### config.mk
export PLATFORM = sky130hd
export DESIGN_NAME = mpf_vtp_svc_mmio_rsp_merge_flat
export DESIGN_NICKNAME = d
export VERILOG_FILES = /design/src/rtl/mpf_vtp_svc_mmio_rsp_merge_if.sv /design/src/rtl/mpf_vtp_svc_mmio_rsp_merge.sv /design/src/flat_wrapper.sv
export SDC_FILE = /design/constraint.sdc
export NUM_CORES = 1
export LEC_CHECK = 0
export ABC_CLOCK_PERIOD_IN_PS = 13100
export CAP_MARGIN = 20
export CORE_MARGIN = 2
export CORE_UTILIZATION = 40
export CTS_CLUSTER_DIAMETER = 120
export DETAILED_ROUTE_END_ITERATION = 10
export HOLD_SLACK_MARGIN = 0.12
export PLACE_DENSITY = 0.61
export SYNTH_ARGS = -nofsm -noshare
export SYNTH_HDL_FRONTEND = slang
export SYNTH_SLANG_ARGS = --single-unit
### constraint.sdc
create_clock -name clk -period 13.1 [get_ports clk]
set_clock_uncertainty 0.1 [all_clocks]
set_input_delay 3.93 -clock clk [delete_from_list [all_inputs] [get_ports clk]]
set_output_delay 3.93 -clock clk [all_outputs]
set_load 0.005 [all_outputs]
### src/rtl/mpf_vtp_svc_mmio_rsp_merge_if.sv
// Host-bound MMIO read response merge bus: VTP FIFO head, AFU strobe, host stream.
// Latency: none (signal bundle only).
// Backpressure: host_rsp_ready toward the merge; afu_rsp_almost_full toward the AFU.
interface mpf_vtp_svc_mmio_rsp_merge_if #(
  parameter int TID_W = 9
);
  logic             vtp_rsp_valid;
  logic [TID_W-1:0] vtp_rsp_tid;
  logic [63:0]      vtp_rsp_data;
  logic             vtp_rsp_deq;

  logic             afu_rsp_valid;
  logic [TID_W-1:0] afu_rsp_tid;
  logic [63:0]      afu_rsp_data;
  logic             afu_rsp_almost_full;

  logic             host_rsp_valid;
  logic [TID_W-1:0] host_rsp_tid;
  logic [63:0]      host_rsp_data;
  logic             host_rsp_ready;

  // Merge block side
  modport slave (
    input  vtp_rsp_valid, vtp_rsp_tid, vtp_rsp_data,
    output vtp_rsp_deq,
    input  afu_rsp_valid, afu_rsp_tid, afu_rsp_data,
    output afu_rsp_almost_full,
    output host_rsp_valid, host_rsp_tid, host_rsp_data,
    input  host_rsp_ready
  );

  // Environment side (VTP wrapper, AFU, host sink)
  modport master (
    output vtp_rsp_valid, vtp_rsp_tid, vtp_rsp_data,
    input  vtp_rsp_deq,
    output afu_rsp_valid, afu_rsp_tid, afu_rsp_data,
    input  afu_rsp_almost_full,
    input  host_rsp_valid, host_rsp_tid, host_rsp_data,
    output host_rsp_ready
  );
endinterface

### src/rtl/mpf_vtp_svc_mmio_rsp_merge.sv
// Merges VTP CSR read responses and FIFO-buffered AFU MMIO read responses into one host stream, round-robin.
// Latency: VTP 1 cycle, AFU 2 cycles (FIFO stage + output slot); sustains 1 response per cycle.
// Backpressure: host_rsp_ready stalls the output slot; AFU input cannot stall, so almost_full/overflow guard it.
// Optional per-source grant counters: define MPF_VTP_MMIO_RSP_STATS_EN.
module mpf_vtp_svc_mmio_rsp_merge #(
  parameter int MMIO64_TID_WIDTH = 9,
  parameter int AFU_FIFO_DEPTH   = 16,
  parameter int AFU_ALMOST_FULL  = 4
) (
  input  logic                           clk,
  input  logic                           reset,
  mpf_vtp_svc_mmio_rsp_merge_if.slave    io,
  output logic                           afu_fifo_overflow,
  output logic [31:0]                    stat_vtp_cnt,
  output logic [31:0]                    stat_afu_cnt
);

  localparam int AW = $clog2(AFU_FIFO_DEPTH);
  typedef logic [AW:0] cnt_t;
  localparam cnt_t DEPTH_C = cnt_t'(AFU_FIFO_DEPTH);
  localparam cnt_t AF_C    = cnt_t'(AFU_ALMOST_FULL);

  logic [MMIO64_TID_WIDTH-1:0] fifo_tid  [AFU_FIFO_DEPTH];
  logic [63:0]                 fifo_data [AFU_FIFO_DEPTH];
  logic [AW-1:0]               wr_ptr, rd_ptr;
  cnt_t                        fifo_cnt, fifo_cnt_nxt;
  logic                        fifo_empty, fifo_full, fifo_enq, fifo_deq;
  logic                        afu_af_q, ovf_q;

  logic                        host_vld_q;
  logic [MMIO64_TID_WIDTH-1:0] host_tid_q;
  logic [63:0]                 host_data_q;

  // 1 = AFU won the last grant, so VTP wins the next tie
  logic                        rr_last_afu;
  logic                        slot_free, grant_vtp, grant_afu;

  // Arbitration and FIFO control; a dequeue in the same cycle makes room for a full-FIFO enqueue
  always_comb begin
    fifo_empty   = (fifo_cnt == '0);
    fifo_full    = (fifo_cnt == DEPTH_C);
    slot_free    = !host_vld_q || io.host_rsp_ready;
    grant_vtp    = slot_free && io.vtp_rsp_valid && (fifo_empty || rr_last_afu);
    grant_afu    = slot_free && !fifo_empty && (!io.vtp_rsp_valid || !rr_last_afu);
    fifo_deq     = grant_afu;
    fifo_enq     = io.afu_rsp_valid && (!fifo_full || fifo_deq);
    fifo_cnt_nxt = fifo_cnt + cnt_t'(fifo_enq) - cnt_t'(fifo_deq);
  end

  // AFU FIFO storage; contents are invalidated by the pointers on reset
  always_ff @(posedge clk) begin
    if (fifo_enq) begin
      fifo_tid[wr_ptr]  <= io.afu_rsp_tid;
      fifo_data[wr_ptr] <= io.afu_rsp_data;
    end
  end

  // AFU FIFO pointers, occupancy, almost-full and sticky overflow
  always_ff @(posedge clk) begin
    if (reset) begin
      wr_ptr   <= '0;
      rd_ptr   <= '0;
      fifo_cnt <= '0;
      afu_af_q <= 1'b0;
      ovf_q    <= 1'b0;
    end else begin
      if (fifo_enq) wr_ptr <= wr_ptr + AW'(1);
      if (fifo_deq) rd_ptr <= rd_ptr + AW'(1);
      fifo_cnt <= fifo_cnt_nxt;
      afu_af_q <= ((DEPTH_C - fifo_cnt_nxt) <= AF_C);
      if (io.afu_rsp_valid && !fifo_enq) ovf_q <= 1'b1;
    end
  end

  // Output slot load and round-robin pointer update
  always_ff @(posedge clk) begin
    if (reset) begin
      host_vld_q  <= 1'b0;
      host_tid_q  <= '0;
      host_data_q <= '0;
      rr_last_afu <= 1'b1;
    end else begin
      if (slot_free) host_vld_q <= grant_vtp || grant_afu;
      if (grant_vtp) begin
        host_tid_q  <= io.vtp_rsp_tid;
        host_data_q <= io.vtp_rsp_data;
        rr_last_afu <= 1'b0;
      end else if (grant_afu) begin
        host_tid_q  <= fifo_tid[rd_ptr];
        host_data_q <= fifo_data[rd_ptr];
        rr_last_afu <= 1'b1;
      end
    end
  end

  assign io.vtp_rsp_deq         = grant_vtp;
  assign io.afu_rsp_almost_full = afu_af_q;
  assign io.host_rsp_valid      = host_vld_q;
  assign io.host_rsp_tid        = host_tid_q;
  assign io.host_rsp_data       = host_data_q;
  assign afu_fifo_overflow      = ovf_q;

`ifdef MPF_VTP_MMIO_RSP_STATS_EN
  // Saturating per-source grant counters
  always_ff @(posedge clk) begin
    if (reset) begin
      stat_vtp_cnt <= '0;
      stat_afu_cnt <= '0;
    end else begin
      if (grant_vtp && (stat_vtp_cnt != 32'hFFFF_FFFF)) stat_vtp_cnt <= stat_vtp_cnt + 32'd1;
      if (grant_afu && (stat_afu_cnt != 32'hFFFF_FFFF)) stat_afu_cnt <= stat_afu_cnt + 32'd1;
    end
  end
`else
  assign stat_vtp_cnt = '0;
  assign stat_afu_cnt = '0;
`endif

endmodule

### src/flat_wrapper.sv
// flat-port wrapper written by rule: the top's interface ports become plain ports
module mpf_vtp_svc_mmio_rsp_merge_flat 
#(
  parameter int MMIO64_TID_WIDTH = 9,
  parameter int AFU_FIFO_DEPTH   = 16,
  parameter int AFU_ALMOST_FULL  = 4
)
  (clk, reset, afu_fifo_overflow, stat_vtp_cnt, stat_afu_cnt, io_vtp_rsp_valid, io_vtp_rsp_tid, io_vtp_rsp_data, io_vtp_rsp_deq, io_afu_rsp_valid, io_afu_rsp_tid, io_afu_rsp_data, io_afu_rsp_almost_full, io_host_rsp_valid, io_host_rsp_tid, io_host_rsp_data, io_host_rsp_ready);
  mpf_vtp_svc_mmio_rsp_merge_if #(.TID_W((9))) io_i ();
  input  logic clk;
  input  logic reset;
  output logic afu_fifo_overflow;
  output logic [31:0] stat_vtp_cnt;
  output logic [31:0] stat_afu_cnt;
  input wire logic [$bits(io_i.vtp_rsp_valid)-1:0] io_vtp_rsp_valid;
  input wire logic [$bits(io_i.vtp_rsp_tid)-1:0] io_vtp_rsp_tid;
  input wire logic [$bits(io_i.vtp_rsp_data)-1:0] io_vtp_rsp_data;
  output wire logic [$bits(io_i.vtp_rsp_deq)-1:0] io_vtp_rsp_deq;
  input wire logic [$bits(io_i.afu_rsp_valid)-1:0] io_afu_rsp_valid;
  input wire logic [$bits(io_i.afu_rsp_tid)-1:0] io_afu_rsp_tid;
  input wire logic [$bits(io_i.afu_rsp_data)-1:0] io_afu_rsp_data;
  output wire logic [$bits(io_i.afu_rsp_almost_full)-1:0] io_afu_rsp_almost_full;
  output wire logic [$bits(io_i.host_rsp_valid)-1:0] io_host_rsp_valid;
  output wire logic [$bits(io_i.host_rsp_tid)-1:0] io_host_rsp_tid;
  output wire logic [$bits(io_i.host_rsp_data)-1:0] io_host_rsp_data;
  input wire logic [$bits(io_i.host_rsp_ready)-1:0] io_host_rsp_ready;
  assign io_i.vtp_rsp_valid = io_vtp_rsp_valid;
  assign io_i.vtp_rsp_tid = io_vtp_rsp_tid;
  assign io_i.vtp_rsp_data = io_vtp_rsp_data;
  assign io_vtp_rsp_deq = io_i.vtp_rsp_deq;
  assign io_i.afu_rsp_valid = io_afu_rsp_valid;
  assign io_i.afu_rsp_tid = io_afu_rsp_tid;
  assign io_i.afu_rsp_data = io_afu_rsp_data;
  assign io_afu_rsp_almost_full = io_i.afu_rsp_almost_full;
  assign io_host_rsp_valid = io_i.host_rsp_valid;
  assign io_host_rsp_tid = io_i.host_rsp_tid;
  assign io_host_rsp_data = io_i.host_rsp_data;
  assign io_i.host_rsp_ready = io_host_rsp_ready;
  mpf_vtp_svc_mmio_rsp_merge #(.MMIO64_TID_WIDTH(MMIO64_TID_WIDTH), .AFU_FIFO_DEPTH(AFU_FIFO_DEPTH), .AFU_ALMOST_FULL(AFU_ALMOST_FULL)) u_core (.clk(clk), .reset(reset), .io(io_i), .afu_fifo_overflow(afu_fifo_overflow), .stat_vtp_cnt(stat_vtp_cnt), .stat_afu_cnt(stat_afu_cnt));
endmodule
; After elaboration in Yosys (flattened, before gate mapping)
; Memory sizes are Yosys's and may differ from the RTL's. A register that Yosys moved wholly into a read port is not among the register bits.
; Index checks and enable logic that the tools add are counted.
[totals]
regBits = 90
ram_bits = 1168
in_bits = 151
word_cells = 49
memories = 2
[op_classes]
add_sub_neg = 5
magnitude_cmp = 1
n_eq_ne = 1
muxes = 12
n_reduce_logical = 19
[memory_table]
columns = memory, words, word_bits, read_ports, rd_ports_with_merged_regs, write_ports, line_no
row1 = u_core.fifo_data, 16, 64, 1, 1, 1, mpf_vtp_svc_mmio_rsp_merge.sv:24  ; logic [63:0] fifo_data [AFU_FIFO_DEPTH];
row2 = u_core.fifo_tid, 16, 9, 1, 1, 1, mpf_vtp_svc_mmio_rsp_merge.sv:23  ; logic [MMIO64_TID_WIDTH-1:0] fifo_tid [AFU_FIFO_DEPTH];
[op_table]
columns = op, n
row1 = $mux W64, 2
row2 = $mux W9, 2
row3 = $mux W4, 4
row4 = $add A4 B1 Y4 const B, 2
row5 = $logic_and A1 B1 Y1, 6
row6 = $logic_not A1 Y1, 6
row7 = $add A5 B1 Y5, 1
row8 = $eq A5 B5 Y1 const B, 1
row9 = $le A5 B3 Y1 const B, 1
row10 = $logic_not A5 Y1, 1
row11 = $logic_or A1 B1 Y1, 5
row12 = $sub A5 B1 Y5, 1
row13 = $sub A5 B5 Y5 const A, 1
row14 = $mux W1, 4
row15 = $reduce_bool A2 Y1, 1

; Longest topological paths before layout
[depth]
word_depth = 10
ltp_mapped = 14
depth_no_buf = 14

; Least setup slack after synthesis
; OpenSTA, ideal clock, no wires.
[synth_timing]
kind = input-to-reg
startpoint = input port io_vtp_rsp_valid
endpoint = memory u_core.fifo_data[0][0], enable pin
setup_time_ps = 594
t_arrival_ps = 9781
t_required_ps = 12406
slack_ps = 2625
cell_stages = 6
path_buffers = 1
path_cell_list = and2_1 -> o21ai_0 -> and2_1 -> buf_2 -> nand2_1 -> nor3_1
[synth_via]
elab_chain_len = 7
[synth_lines]
columns = item, line_no
row1 = "start, declared", flat_wrapper.sv:15  ; input wire logic [$bits(io_i.vtp_rsp_valid)-1:0] io_vtp_rsp_valid;
row2 = $logic_not A1 Y1, mpf_vtp_svc_mmio_rsp_merge.sv:44  ; grant_afu = slot_free && !fifo_empty && (!io.vtp_rsp_valid || !rr_last_afu);
row3 = $logic_or A1 B1 Y1, mpf_vtp_svc_mmio_rsp_merge.sv:44
row4 = $logic_and A1 B1 Y1, mpf_vtp_svc_mmio_rsp_merge.sv:44
row5 = $logic_or A1 B1 Y1, mpf_vtp_svc_mmio_rsp_merge.sv:46  ; fifo_enq = io.afu_rsp_valid && (!fifo_full || fifo_deq);
row6 = $logic_and A1 B1 Y1, mpf_vtp_svc_mmio_rsp_merge.sv:46
row7 = named net u_core.fifo_enq, mpf_vtp_svc_mmio_rsp_merge.sv:27  ; logic fifo_empty, fifo_full, fifo_enq, fifo_deq;
row8 = $mux W1, mpf_vtp_svc_mmio_rsp_merge.sv:52  ; if (fifo_enq) begin
row9 = $mux W1 (implied by the code), mpf_vtp_svc_mmio_rsp_merge.sv:54  ; fifo_data[wr_ptr] <= io.afu_rsp_data;
row10 = "end, declared", mpf_vtp_svc_mmio_rsp_merge.sv:24
; The timed path passes the listed nets, and every way through them passes these cells.

; Final worst setup path
[layout_timing]
startpoint = input port io_host_rsp_ready
endpoint = output port io_vtp_rsp_deq
[layout_via]
elab_chain_len = 3
[layout_lines]
columns = item, line_no
row1 = "start, declared", flat_wrapper.sv:26  ; input wire logic [$bits(io_i.host_rsp_ready)-1:0] io_host_rsp_ready;
row2 = $logic_or A1 B1 Y1, mpf_vtp_svc_mmio_rsp_merge.sv:42  ; slot_free = !host_vld_q || io.host_rsp_ready;
row3 = $logic_and A1 B1 Y1 (2 in series), mpf_vtp_svc_mmio_rsp_merge.sv:43  ; grant_vtp = slot_free && io.vtp_rsp_valid && (fifo_empty || rr_last_afu);
row4 = "end, declared", flat_wrapper.sv:18  ; output wire logic [$bits(io_i.vtp_rsp_deq)-1:0] io_vtp_rsp_deq;
; Every way passes these cells.

==> impl_metrics.tcl <==
set metrics [dict create \
    clock-sinks 1262 \
    yosys.cell_types.count 40 \
    dpl.hpwl_um 65000 \
    rows 128 \
    power_frac_comb_pct 16.4 \
    ant_nets 0 \
    die_x_um 353 \
    synthToLayoutAreaGrowth_pct 17.3 \
    numCtsBuffers 136 \
    finalMaxSlewViolations 0 \
    yosysSeqAreaShare_pct 75.9 \
    synth_top_flop_cell "edfxtp_1" \
    synthArstFlopShare_pct 0 \
    layout_min_cycle_time_ns 9.88 \
    ir_drop_mv 0.141 \
    critPathMaxFanout 31 \
    p_int_mw 7.64 \
    grt_pass1_wl_um 170000 \
    antenna_found_initial 11 \
    max_freq_mhz 101 \
    cp_common_cell "clkdlybuf4s50_1" \
    postCtsResizedCells 0 \
    arrival_ns 5.85 \
    drt_iter0_markers 2500 \
    end_kind "output pin" \
    synth_area_um2 48700 \
    die-area_um2 125000 \
    crit_family "buffers and inverters" \
    min_period_over_period_pct 75.4 \
    min_path_type "reg2reg" \
    rsz0062_at_grt "no" \
    p_clk_share_pct 37.3 \
    required_ns 9.07 \
    multi_input_area_um2 10800 \
    fp.dieH_um 353 \
    path_buf_inv 3 \
    seq_area_um2 37000 \
    slew_headroom_pct 21.6 \
    status "completed" \
    syn_inst 2390 \
    hold_violations 0 \
    crit_chain "clkdlybuf4s50_1 -> nand2b_1 -> nand2_1 -> or2_4 -> inv_1 -> clkdlybuf4s50_1" \
    start_kind "input port" \
    core-area_um2 121000 \
    grt_pass1_vias 25400 \
    ios 292 \
    postCtsSetupBuffers 0 \
    syn-mean-instance-area_um2 20.4 \
    synth-edff-count 1168 \
    port_buffers 227 \
    grt_overflow_total 0 \
    pwr-share-seq_pct 46.4 \
    path_class "in2out" \
    p_sw_mw 2.49 \
    setup_viol_count_final 0 \
    post_drt_via_cell_ratio 5.54 \
    tritoncts "built" \
    worstMarginPinSlew_ns 1.18 \
    totalWireLength_um 116000 \
    place.gp.congestion 0.756 \
    drive_above_1_share_pct 20.3 \
    dp_slack_ns 3.20 \
    slowest_stage "clkdlybuf4s50_1" \
    fillCellCount 9958 \
    dr.pass1.iters 5 \
    num_vias 24300 \
    leakage_nw 18.0 \
    htreeDepth 4 \
    slowest_delay_ns 0.52 \
    p_sw_share_pct 24.6 \
    grt_max_degree 161 \
    max-clock-path-buffers 3 \
    setup_tns_ns 0 \
    track_usage_pct 18.6 \
    ys_ff_latch 1262 \
    drc_errors 0 \
    finalWorstSetupSlack_ns 3.22 \
    maxCapViolCount 0 \
    cts_root_buffer "clkbuf_16" \
    clkTransAtPathRegs_ns 0.05 \
    initial_core_util_pct 40.2 \
    power.density_nw_per_um2 177 \
    routedWlPerCell_um 26.5 \
    yosysWarnings 0 \
    clock_latency_ns 0.73 \
    nets 2819 \
    ctsHoldBuffers 0 \
]
==> power by group through the flow <==
stage | Sequential, mW | Combinational [mW] | Clock, mW
6_report | 4.70 | 1.66 | 3.78
3_3_place_gp | 4.77 | 1.65 | 0
4_1_cts | 4.70 | 1.69 | 3.86
5_1_grt | 4.72 | 1.80 | 4.01
2_1_floorplan | 4.72 | 1.20 | 0
3_5_place_dp | 4.78 | 1.68 | 0
==> logic make-up (layout without fill, tap and decap cells) <==
kind of cell / count (synthesis) / after routing / share of synthesized area [%]
flops: 1262 / 1262 / 75.9
buf+inv: 224 / 538 / 2.69
fa+ha+maj: 12 / 12 / 0.324
xor+xnor: 9 / 9 / 0.162
compound gates: 303 / 303 / 3.91
other cells: 1 / 65 / 0.00770
simple gates: 286 / 286 / 3.52
mux: 293 / 293 / 13.5
==> flip-flops by register name, summed over array words and instances (netlist names), named ones only <==
| signal | cells |
|---|---|
| u_core.afu_fifo_overflow | 1 |
| u_core.io.host_rsp_tid | 9 |
| u_core.fifo_cnt | 5 |
| u_core.io.afu_rsp_almost_full | 1 |
| u_core.wr_ptr | 4 |
| u_core.rd_ptr | 4 |
| u_core.fifo_data | 1024 |
| u_core.rr_last_afu | 1 |
| u_core.io.host_rsp_valid | 1 |
| u_core.io.host_rsp_data | 64 |
| u_core.fifo_tid | 144 |
==> worst register-to-register path, cell delays in order (launching register included) <==
cell and delay [ns]:
dfxtp_4 0.68, buf_4 0.73, buf_12 0.69, mux4_2 0.70, a22oi_1 0.60, nand4_1 0.17, and3b_1 0.22
==> cell usage after synthesis, types with 8 or more instances <==
cell      instances  area share [%]
clkbuf_1         83            0.64
nand2_1          80            0.62
o21ai_0          75            0.77
nand4_1          74            0.95
and3b_1          73             1.3
buf_1            18            0.14
a22oi_1         146             2.3
mux4_2          292              14
buf_2            11            0.11
buf_4            77             1.2
buf_6            22            0.51
a21oi_1          78            0.80
nor2_1           28            0.22
edfxtp_1       1168              72
ha_1             11            0.28
dfxtp_1          94             3.9
nor3_1            8           0.082
inv_1            12           0.092
==> cell usage in the layout, fill, tap and decap left out, drive strengths merged, types with 2 or more instances in the layout <==
cell type      count
nor3               8
clkinvlp           4
clkbuf           180
nand2             80
ha                11
nor2b              5
bufinv            12
edfxtp          1168
and3b             73
xor2               6
inv               18
nor4bb             2
clkinv            47
conb              64
a21oi             78
clkdlybuf4s50    225
nand4             74
xnor2              3
mux4             292
dfxtp             94
nand2b             4
and2               3
nand3              2
buf               52
nor2              29
a22oi            146
o21ai             76
==> cell type report <==
class | count | share of cell area (%)
repair buffers | 277 | 4.92
well taps | 1625 | 3.56
inverters | 12 | 0.0788
multi-input cells | 967 | 19.0
diodes | 1 | 0.00438
flip-flops and latches | 1262 | 64.7
clock inverters | 69 | 1.20
clock buffers | 180 | 6.57
==> per-stage QoR <==
step,hold WS (ns),instances,power [mW],area (µm²),util (%)
6_report,0.426,4393,10.1,57100,47.1
5_1_grt,0.478,4392,10.5,57100,47.1
4_1_cts,0.432,4389,10.2,57000,47.1
3_5_place_dp,0.418,4140,6.46,52600,43.4
3_3_place_gp,0.417,4135,6.43,52500,43.3
2_1_floorplan,0.360,2453,5.91,48900,-
==> routing by layer <==
layer | up-vias | global-route usage [%] | share of wire, %
met2 | 836 | 31.3 | 50
met3 | 149 | 3.60 | 6.7
li1 | 10400 | - | -
met1 | 13000 | 24.9 | 41
met5 | - | 0 | 0.055
met4 | 10 | 4.70 | 1.7
==> path summary, 6_finish.rpt <==
| path | startpoint | to | slack (ns) | depth (start not counted) |
|---|---|---|---|---|
| max | io_host_rsp_ready | io_vtp_rsp_deq | 3.22 | 6 |
| min | u_core.rd_ptr[3] | register | 0.43 | 2 |
| max reg2reg | register | u_core.io.host_rsp_data[32] | 9.12 | 6 |
| min reg2reg | u_core.rd_ptr[3] | register | 0.43 | 2 |
Note: power is estimated with default switching activity, not from simulation.
